===== config.mk =====
export PLATFORM = sky130hd
export DESIGN_NAME = flash_thermo_encoder
export DESIGN_NICKNAME = d
export VERILOG_FILES = /design/src/rtl/flash_thermo_encoder.sv
export SDC_FILE = /design/constraint.sdc
export NUM_CORES = 1
export LEC_CHECK = 0
export ABC_CLOCK_PERIOD_IN_PS = 3000
export BUFFER_PORTS_ARGS = -buffer_cell sky130_fd_sc_hd__buf_2
export CORE_MARGIN = 4
export CORE_UTILIZATION = 45
export CTS_BUF_LIST = sky130_fd_sc_hd__clkbuf_16
export DETAILED_ROUTE_END_ITERATION = 10
export PLACE_DENSITY = 0.73
export SYNTH_ARGS = -nofsm -noshare
export SYNTH_HDL_FRONTEND = slang
export SYNTH_SLANG_ARGS = --single-unit

===== constraint.sdc =====
create_clock -name clk -period 3 [get_ports clk]
set_input_delay 0.45 -clock clk [delete_from_list [all_inputs] [get_ports clk]]
set_output_delay 0.45 -clock clk [all_outputs]
set_load 0.01 [all_outputs]

===== src/rtl/flash_thermo_encoder.sv =====
// -----------------------------------------------------------------------------
// flash_thermo_encoder
//
// Sits behind the flash ADC comparator bank. It captures the thermometer
// vector, removes isolated bubbles with a 3-input majority vote, and turns the
// corrected vector into a binary code. The code is offered to the Hamming
// encoder stage through a one-deep output slot.
//
// Pipeline:
//   stage 1 : capture register (s1_vec_q / s1_valid_q), loaded by sample_en
//   stage 2 : combinational correct + popcount, loaded into the output slot
//
// Handshake (code_valid / code_ready):
//   code_valid rises only with a freshly loaded code. While code_valid=1 and
//   code_ready=0, code_out and bubble_err are frozen. A transfer happens on
//   every edge where code_valid=1 and code_ready=1. code_ready has no effect
//   while code_valid=0. A stage-1 result that reaches a slot still holding an
//   untransferred code is dropped, and the sticky overrun flag is set.
//
// Parameters:
//   N_BITS      output code width (2..6); NCMP = 2^N_BITS-1 comparators
//
// Ports:
//   clk          rising-edge clock
//   rst_n        asynchronous active-low reset
//   sample_en    capture therm_in on this edge
//   therm_in     comparator outputs, bit 0 = lowest reference
//   code_ready   downstream accepts code_out this cycle
//   overrun_clr  clears overrun (and err_count when present)
//   code_out     encoded sample
//   code_valid   code_out holds a code not yet transferred
//   bubble_err   correction changed this sample (qualified by code_valid)
//   overrun      sticky: a sample was dropped
//   err_count    (only with THERMO_ERR_CNT_EN) saturating count of loaded
//                samples that needed correction
//
// Optional feature macro: THERMO_ERR_CNT_EN adds the err_count output.
// -----------------------------------------------------------------------------
module flash_thermo_encoder #(
  parameter int N_BITS = 3
) (
  input  logic                         clk,
  input  logic                         rst_n,
  input  logic                         sample_en,
  input  logic [(1<<N_BITS)-2:0]       therm_in,
  input  logic                         code_ready,
  input  logic                         overrun_clr,
  output logic [N_BITS-1:0]            code_out,
  output logic                         code_valid,
  output logic                         bubble_err,
  output logic                         overrun
`ifdef THERMO_ERR_CNT_EN
  ,
  output logic [7:0]                   err_count
`endif
);

  localparam int NCMP = (1 << N_BITS) - 1;

  // ---------------------------------------------------------------------------
  // Stage 1: capture
  // ---------------------------------------------------------------------------
  logic [NCMP-1:0] s1_vec_q, s1_vec_d;
  logic            s1_valid_q, s1_valid_d;

  always_comb begin
    s1_vec_d   = s1_vec_q;
    s1_valid_d = sample_en;
    if (sample_en) s1_vec_d = therm_in;
  end

  always_ff @(posedge clk or negedge rst_n) begin
    if (!rst_n) begin
      s1_vec_q   <= '0;
      s1_valid_q <= 1'b0;
    end else begin
      s1_vec_q   <= s1_vec_d;
      s1_valid_q <= s1_valid_d;
    end
  end

  // ---------------------------------------------------------------------------
  // Stage 2: bubble correction and encoding
  // ---------------------------------------------------------------------------
  // t_ext pads the vector with a forced 1 below the lowest comparator and a
  // forced 0 above the highest one, so the end bits vote like interior bits.
  // t_ext[k] corresponds to t[k-1].
  logic [NCMP+1:0] t_ext;
  logic [NCMP-1:0] corr_vec;
  logic [N_BITS-1:0] enc_code;
  logic              enc_berr;

  always_comb begin
    t_ext    = {1'b0, s1_vec_q, 1'b1};
    corr_vec = '0;
    enc_code = '0;
    for (int i = 0; i < NCMP; i++) begin
      corr_vec[i] = (t_ext[i]   & t_ext[i+1]) |
                    (t_ext[i]   & t_ext[i+2]) |
                    (t_ext[i+1] & t_ext[i+2]);
    end
    // Popcount of at most NCMP = 2^N_BITS-1 ones always fits in N_BITS.
    for (int i = 0; i < NCMP; i++) begin
      enc_code = enc_code + N_BITS'(corr_vec[i]);
    end
    enc_berr = (corr_vec != s1_vec_q);
  end

  // ---------------------------------------------------------------------------
  // Output slot
  // ---------------------------------------------------------------------------
  logic [N_BITS-1:0] code_q, code_d;
  logic              valid_q, valid_d;
  logic              berr_q, berr_d;
  logic              overrun_q, overrun_d;
  logic              slot_free;
  logic              load;
  logic              drop;

  assign slot_free = !valid_q || code_ready;
  assign load      = s1_valid_q && slot_free;
  assign drop      = s1_valid_q && !slot_free;

  always_comb begin
    code_d    = code_q;
    berr_d    = berr_q;
    valid_d   = valid_q;
    overrun_d = overrun_q;

    if (load) begin
      code_d  = enc_code;
      berr_d  = enc_berr;
      valid_d = 1'b1;
    end else if (valid_q && code_ready) begin
      // Transfer with nothing behind it: code_out keeps its last value.
      valid_d = 1'b0;
    end

    // A drop on the same edge as a clear must leave the flag set.
    if (drop) begin
      overrun_d = 1'b1;
    end else if (overrun_clr) begin
      overrun_d = 1'b0;
    end
  end

  always_ff @(posedge clk or negedge rst_n) begin
    if (!rst_n) begin
      code_q    <= '0;
      valid_q   <= 1'b0;
      berr_q    <= 1'b0;
      overrun_q <= 1'b0;
    end else begin
      code_q    <= code_d;
      valid_q   <= valid_d;
      berr_q    <= berr_d;
      overrun_q <= overrun_d;
    end
  end

  assign code_out   = code_q;
  assign code_valid = valid_q;
  assign bubble_err = berr_q;
  assign overrun    = overrun_q;

`ifdef THERMO_ERR_CNT_EN
  // ---------------------------------------------------------------------------
  // Bubble error counter: counts loaded samples only, saturates at 255.
  // A clear coinciding with a counted load leaves the count at 1.
  // ---------------------------------------------------------------------------
  logic [7:0] err_cnt_q, err_cnt_d;
  logic       err_inc;

  assign err_inc = load && enc_berr;

  always_comb begin
    err_cnt_d = err_cnt_q;
    if (overrun_clr) begin
      err_cnt_d = err_inc ? 8'd1 : 8'd0;
    end else if (err_inc && (err_cnt_q != 8'hFF)) begin
      err_cnt_d = err_cnt_q + 8'd1;
    end
  end

  always_ff @(posedge clk or negedge rst_n) begin
    if (!rst_n) begin
      err_cnt_q <= '0;
    end else begin
      err_cnt_q <= err_cnt_d;
    end
  end

  assign err_count = err_cnt_q;
`endif

endmodule


==> implementation parameters, run 1 <==
Parameter                              Value

Outcome
  Run status ... complete, no violations

Logic synthesis
  Complex-gate fraction of the synthesized area ... 0.0881
  Basic-gate share of the synthesized area counting and, or, nand and nor cells ... 0.0949
  Number of warnings issued by yosys ... 0
  Total standard cell area after synthesis ... 738 um^2
  Cell accounting for the most synthesized area ... sky130_fd_sc_hd__dfrtp_1
  Gate count after technology mapping ... 62
  Most instantiated cells after synthesis ... 14 x sky130_fd_sc_hd__dfrtp_1, 7 x sky130_fd_sc_hd__inv_1, 6 x sky130_fd_sc_hd__mux2_1, 5 x sky130_fd_sc_hd__nand2_1
  Dominant register cell in the synthesized netlist ... sky130_fd_sc_hd__dfrtp_1
  Area share of the leading cell type in the synthesized netlist ... 0.475
  Proportion of register bits with asynchronous set or reset after synthesis ... 1.00
  Number of synthesized flops with an enable pin ... 0
  Fraction of the yosys area taken by sequential cells ... 0.475
  Most repeated cell in the gate-level netlist after synthesis ... sky130_fd_sc_hd__dfrtp_1
  Largest family of logic cells by synthesized area ... adder cells
  Xor/xnor cell area share of the yosys netlist ... 0
  Avg Synthesized Cell Area ... 11.9 um^2
  Unique cell type count in the Yosys netlist ... 22
  Proportion of synthesized area in mux cells ... 0.122
  Area contributors post-synth ... sky130_fd_sc_hd__dfrtp_1 47%, sky130_fd_sc_hd__fa_1 11%, sky130_fd_sc_hd__mux2_1 9.2%, sky130_fd_sc_hd__maj3_1 5.4%, sky130_fd_sc_hd__inv_1 3.6%
  Post-synth net total ... 78
  Share of synthesized cell area in full adder, half adder and majority cells ... 0.163
  Number of storage elements in the synthesis netlist ... 14

GRT
  First-pass GRT wire length ... 2.35 mm
  Number of antenna violations at the first check in global routing ... 0
  Vias in the first global route ... 560
  Overall fraction of global-route tracks in use ... 0.131
  GRT Residual Overflow ... 0
  Pin count of the biggest net entering global routing ... 15

Worst setup path
  Beginning of the worst register-to-register path ... s1_vec_q[2]$_DFFE_PN0P_
  Critical Path Fanout Max ... 3
  Nature of the critical path startpoint ... register
  Crit end category ... register
  Data arrival time of the critical path ... 3120 ps
  Worst R2R Path Depth ... 8
  R2r setup slk ... 8 ps
  Req. time, crit path ... 3130 ps
  FF-to-FF End ... code_out[1]$_DFFE_PN0P_
  Crit Path Category ... reg -> reg

Timing
  Minimum clock period ... 2990 ps
  Total Negative Setup Slacks ... 0 ps
  Slew @ Worst Pin ... 316 ps
  RSZ-0062 raised after global routing ... yes
  Post-Route Hold Slack ... 96.7 ps
  Worst rel slew slack ... 0.789
  Final Hold Vio Count ... 0
  Worst clock skew on the final layout ... 0.933 ps
  Setup Viol. Count Final ... 0
  Timing-limited maximum frequency ... 334 MHz
  Max Slew Vio Count ... 0
  Final worst-path cycle share ... 0.997
  Worst-case setup margin in the final layout ... 7.99 ps

Route
  Routed length per placed instance ... 13.4 um
  Antenna-violating nets left ... 0
  DRT Pass-1 Iters ... 1
  Drt via density ... 5.09
  Iter 0 DRT Violations ... 0
  Vias post-DR ... 519
  DRC violation count after routing ... 0
  Post-Route WL ... 1.37 mm

Place
  Area after detailed placement ... 855 um^2
  Placer's final routability congestion estimate ... 0.728
  Worst setup slack after placement ... -81.8 ps
  Port-buffer cells ... 17

Cells and area
  Fill cell count ... 137
  Final core area utilization ... 0.626
  Number of nets in the finished design ... 103
  Antenna Diode Count ... 0
  Post-route cell area ... 955 um^2
  Share of layout cells above drive strength 1 ... 0.395
  Synth-to-layout area growth ... 29.3%

Hold path
  Worst Hold Class ... in -> async

Power and ir drop
  Cell area power density ... 728 nW/um^2
  Maximum vdd drop ... 0.348 mV
  Leakage power of the design ... 0.451 nW

Clock network
  Clock edge transition at the registers on the reported setup and hold paths ... 40 ps
  Clock tree buffer depth ... 2
  Clock root buffer ... sky130_fd_sc_hd__clkbuf_16
  Number of hold buffers added after cts ... 0
  Number of H-tree branching levels ... 1
  Clock tree from TritonCTS ... yes
  Clock buffers created by TritonCTS ... 3
  Clock sink count ... 14
  Clock network latency to the later pin of the worst-skew pair ... 240 ps

Floorplanning
  Total core area ... 1520 um^2
  Placement row count ... 14
  Number of top-level design ports ... 18
  Chip Height ... 48.5 um
  Total Die Area ... 2350 um^2
  Die Wd ... 48.5 um
  Initial core utilization ... 0.484

Flow run
  Count of max-cap constraint violations ... 0
power by group:
| group | switching (W) | internal, W |
|---|---|---|
| logic | 0.0000950 | 0.000104 |
| registers | 0.0000203 | 0.000225 |
| clock network | 0.0000741 | 0.000176 |
| total | 0.000189 | 0.000505 |
per-layer routing:
layer,track usage,share of wire,vias to the layer above
met1,0.143,0.41,239
li1,-,-,259
met5,0,0,-
met3,0.0491,0.070,3
met2,0.213,0.49,18
met4,0.0807,0.026,0
worst max-delay path: stages (launching register included):
cell and delay, ps:
sky130_fd_sc_hd__dfrtp_1 400, sky130_fd_sc_hd__maj3_2 320, sky130_fd_sc_hd__fa_1 510, sky130_fd_sc_hd__inv_1 50, sky130_fd_sc_hd__fa_1 490, sky130_fd_sc_hd__inv_2 40
sky130_fd_sc_hd__fa_2 350, sky130_fd_sc_hd__fa_1 440, sky130_fd_sc_hd__mux2_4 280
registers in the layout (all words and copies together), names as in the netlist:
| name | count |
|---|---|
| s1_valid_q | 1 |
| code_valid | 1 |
| bubble_err | 1 |
| overrun | 1 |
| code_out | 3 |
| s1_vec_q | 7 |
metrics by stage:
stage / power [W] / std cells
after floorplan: 0.000364 / 62
after global placement: 0.000419 / 96
after detailed placement: 0.000435 / 96
after CTS: 0.000709 / 102
after global routing: 0.000743 / 102
final: 0.000695 / 102
final cells by class:
class | instances | area, um^2 | area share
Multi-Input combinational cell | 39 | 357 | 0.374
Clock buffer | 3 | 75.1 | 0.0786
Timing Repair Buffer | 22 | 123 | 0.128
Inverter | 7 | 26.3 | 0.0275
Clock inverter | 1 | 3.75 | 0.00393
Tap cell | 16 | 20.0 | 0.0210
Sequential cell | 14 | 350 | 0.367
repair_timing:
action / CTS / global route
buffers inserted: 2 / 0
gates resized for setup: 3 / 0
pin swaps: 6 / 1
endpoints found under the setup margin: 2 / 2
placed cells by master, fill, tap and decap left out, types with 2 or more instances in the layout:
cell / instances
sky130_fd_sc_hd__mux2_2: 2
sky130_fd_sc_hd__o21ai_0: 3
sky130_fd_sc_hd__buf_4: 5
sky130_fd_sc_hd__o22ai_1: 2
sky130_fd_sc_hd__maj3_1: 2
sky130_fd_sc_hd__nand2b_1: 2
sky130_fd_sc_hd__clkbuf_16: 3
sky130_fd_sc_hd__mux2_1: 5
sky130_fd_sc_hd__a21oi_1: 2
sky130_fd_sc_hd__dfrtp_1: 14
sky130_fd_sc_hd__maj3_2: 2
sky130_fd_sc_hd__buf_2: 17
sky130_fd_sc_hd__inv_1: 6
sky130_fd_sc_hd__fa_1: 3
sky130_fd_sc_hd__nand2_1: 5
kinds of logic after synthesis:
group                      Yosys count
DFF                                 14
buffers and inverters                9
AOI/OAI and AO/OA                   11
and+or+nand+nor                     12
adders and majority gates            8
muxes                                8
worst max-delay path by stage:
stage,start,endpoint,slack (ps),cells past startpoint
after CTS,s1_vec_q[2]$_DFFE_PN0P_,code_out[1]$_DFFE_PN0P_,-30,8
after detailed placement,s1_vec_q[2]$_DFFE_PN0P_,code_out[1]$_DFFE_PN0P_,-80,8
after global routing,s1_vec_q[2]$_DFFE_PN0P_,code_out[1]$_DFFE_PN0P_,-50,8
after global placement,s1_vec_q[2]$_DFFE_PN0P_,code_out[1]$_DFFE_PN0P_,-0.6,8
after floorplan,s1_vec_q[3]$_DFFE_PN0P_,code_out[1]$_DFFE_PN0P_,4,9
final,s1_vec_q[2]$_DFFE_PN0P_,code_out[1]$_DFFE_PN0P_,8,8
(Power assumes the default switching activity.)
==> run 2: changes to the inputs <==
ABC_CLOCK_PERIOD_IN_PS = 3500   (was 3000)
BUFFER_PORTS_ARGS = default   (was -buffer_cell sky130_fd_sc_hd__buf_2)
CORE_AREA = 4 4 41 43   (was default)
CORE_MARGIN = default   (was 4)
CORE_UTILIZATION = default   (was 45)
DIE_AREA = 0 0 45 47   (was default)
DONT_BUFFER_PORTS = 1   (was default)
PLACE_DENSITY = 0.72   (was 0.73)
clock period = 3.5 ns   (was 3 ns; I/O delays follow)
==> run 2 against run 1 <==
Against the previous run: final cell count down 22%; core utilization is 1.4 points higher; sequential power down 7%; sequential cell count unchanged; clock-buffer cell count unchanged; worst setup slack better by 210 ps; first-iteration DRC count grew 3; combinational power shrank 46%; sequential share of layout area grew 5.3 points; final area decreased by 13%; via count down 15%; worst hold slack improved by 220 ps.
==> implementation parameters, run 2 (synthesized netlist as in run 1, its figures left out) <==
Parameter                              Value

Worst setup path
  Crit end category ... register
  Req. time, crit path ... 3610 ps (+480 ps)
  Data arrival time of the critical path ... 3400 ps (+280 ps)
  Critical Path Fanout Max ... 8 (+5)
  Worst path max stage delay ... 530 ps (+20 ps)
  Crit Path Category ... reg -> reg
  Library cell appearing most often on the critical path ... sky130_fd_sc_hd__fa_1
  Cell with the largest stage delay on the worst path ... sky130_fd_sc_hd__fa_1
  Cell breakdown of the critical path ... maj3_1 -> fa_1 -> inv_1 -> fa_1 -> inv_1 -> fa_1 -> fa_1 -> mux2_1
  Nature of the critical path startpoint ... register

Route
  Iter 0 DRT Violations ... 3 (+3)
  Routed length per placed instance ... 14.9 um (+11%)
  Antenna-violating nets left ... 0 (unchanged)
  Drt via density ... 5.50 (+8.1%)
  Vias post-DR ... 440 (-15%)
  DRT Pass-1 Iters ... 2 (+1)
  DRC violation count after routing ... 0 (unchanged)
  Post-Route WL ... 1.19 mm (-13%)

Power and ir drop
  Internal Power ... 0.000396 W (-22%)
  Relative contribution of sequential cells to total power ... 0.423 (+0.069)
  Cell area power density ... 650 nW/um^2 (-11%)
  Switching fraction of total power ... 0.269 (-0.00333)
  Power spent charging and discharging nets ... 0.000146 W (-23%)
  Maximum vdd drop ... 0.478 mV (+37%)
  Power share of the clock group ... 0.380 (+0.020)
  Gate power share ... 0.197 (-0.090)
  Leakage power of the design ... 0.362 nW (-20%)

GRT
  Number of antenna violations at the first check in global routing ... 0 (unchanged)
  Overall fraction of global-route tracks in use ... 0.141 (+0.0100)
  Vias in the first global route ... 515 (-8.0%)
  First-pass GRT wire length ... 2.13 mm (-9.4%)
  Pin count of the biggest net entering global routing ... 15 (unchanged)
  GRT Residual Overflow ... 0 (unchanged)

Cells and area
  Share of layout cells above drive strength 1 ... 0.123 (-0.272)
  Commonest non-fill, non-tap cells in the layout ... 14 x sky130_fd_sc_hd__dfrtp_1, 7 x sky130_fd_sc_hd__inv_1, 6 x sky130_fd_sc_hd__mux2_1, 5 x sky130_fd_sc_hd__nand2_1
  Fill cell count ... 113 (-18%)
  Antenna Diode Count ... 0 (unchanged)
  Flip-flop count of the largest register after layout ... 7 (unchanged)
  Number of nets in the finished design ... 83 (-19%)
  Final core area utilization ... 0.640 (+0.0139)
  Top register by number of flip-flops ... s1_vec_q
  Most frequent standard cell in the layout excluding fill and tap cells ... sky130_fd_sc_hd__dfrtp_1
  Synth-to-layout area growth ... 12.9%

Clock network
  Clock tree from TritonCTS ... yes
  Clock tree buffer depth ... 2 (unchanged)
  Clock edge transition at the registers on the reported setup and hold paths ... 40 ps (about the same)
  Clock root buffer ... sky130_fd_sc_hd__clkbuf_16
  Count of cells resized by post-cts repair ... 0 (-3)
  Clock network latency to the later pin of the worst-skew pair ... 240 ps (about the same)
  Clock buffers created by TritonCTS ... 3 (unchanged)
  Clock sink count ... 14 (unchanged)
  Number of H-tree branching levels ... 1 (unchanged)

Timing
  Total Negative Setup Slacks ... 0 ps (unchanged)
  Worst clock skew on the final layout ... 1.34 ps (+0.410 ps)
  Max Slew Vio Count ... 0 (unchanged)
  Final worst-path cycle share ... 0.939 (-0.0588)
  Worst rel slew slack ... 0.573 (-0.216)
  Final Hold Vio Count ... 0 (unchanged)
  RSZ-0062 raised after global routing ... no
  Timing-limited maximum frequency ... 304 MHz (-8.9%)
  Minimum clock period ... 3280 ps (+293 ps)
  Slew @ Worst Pin ... 638 ps (+322 ps)
  Setup Viol. Count Final ... 0 (unchanged)

Place
  Placer's final routability congestion estimate ... 0.791 (+8.6%)
  Port-buffer cells ... 0 (-17)

Floorplanning
  Initial core utilization ... 0.567 (+0.0829)
  Placement row count ... 13 (-1)
  Chip Height ... 47 um (-3.1%)
  Number of top-level design ports ... 18 (unchanged)
  Die Wd ... 45 um (-7.2%)
  Total core area ... 1300 um^2 (-15%)
  Total Die Area ... 2120 um^2 (-10%)

Hold path
  Worst Hold Class ... in -> reg

Outcome
  Run status ... complete, no violations

Flow run
  Count of max-cap constraint violations ... 0 (unchanged)
-- run 2: cell count changes in the layout (fill, tap and decap cells not counted), sizes merged --
| cell | previous run | this run |
|---|---|---|
| buf | 22 | 1 |
| dlygate4sd3 | 0 | 1 |
| clkinv | 1 | 0 |
-- run 2: layout make-up --
cell class | instances | area (um^2) | share of cell area
Multi-Input combinational cell | 39 | 345 | 0.414
Sequential cell | 14 | 350 | 0.420
Tap cell | 15 | 18.8 | 0.0225
Inverter | 7 | 26.3 | 0.0315
Clock buffer | 3 | 75.1 | 0.0901
Timing Repair Buffer | 2 | 17.5 | 0.0210
-- run 2: timing repair --
action	4_1_cts	5_1_grt
hold buffers	1	0
hold endpoints to repair	14	0
buffers inserted	0	0
-- run 2: per-layer routing --
| metal | GRT usage | vias up | routed length (um) |
|---|---|---|---|
| met1 | 0.165 | 209 | 500 |
| li1 | - | 214 | - |
| met3 | 0.0651 | 0 | 127 |
| met4 | 0.0175 | 0 | 0 |
| met5 | 0 | - | 0 |
| met2 | 0.246 | 17 | 560 |
-- run 2: worst max-delay path, delay by kind of cell, from the launching register on --
kind | cells | cell delay, ps
buffers and inverters | 2 | 110
muxes | 1 | 300
adders and majority gates | 5 | 2280
DFF | 1 | 460
-- run 2: power by group through the flow --
stage	Sequential [W]	Clock, W	Combinational (W)
floorplan	0.000225	0	0.0000860
global placement	0.000230	0	0.0000966
detailed placement	0.000232	0	0.000103
CTS	0.000231	0.000212	0.000111
global route	0.000236	0.000217	0.000131
finish	0.000229	0.000206	0.000107
-- run 2: per-stage QoR --
stage,power [W],hold slack (ps),setup slack (ps),instances,cell area (um^2)
after floorplan,0.000311,229,335,62,738
after global placement,0.000327,230,295,76,748
after detailed placement,0.000335,230,241,76,748
after CTS,0.000553,310,204,80,833
after global routing,0.000584,308,82.2,80,833
final,0.000542,315,215,80,833
-- run 2: path summary, 6_finish.rpt --
path,from,to,slack [ps],depth (start not counted)
setup reg to reg,s1_vec_q[3]$_DFFE_PN0P_,code_out[1]$_DFFE_PN0P_,220,8
hold / removal,sample_en,s1_valid_q$_DFF_PN0_,310,0
max in group asynchronous,rst_n,s1_vec_q[3]$_DFFE_PN0P_,2340,1
min in group asynchronous,rst_n,code_out[0]$_DFFE_PN0P_,750,1
hold reg to reg,s1_valid_q$_DFF_PN0_,code_valid$_DFFE_PN0P_,510,2
setup / recovery,s1_vec_q[3]$_DFFE_PN0P_,code_out[1]$_DFFE_PN0P_,220,8
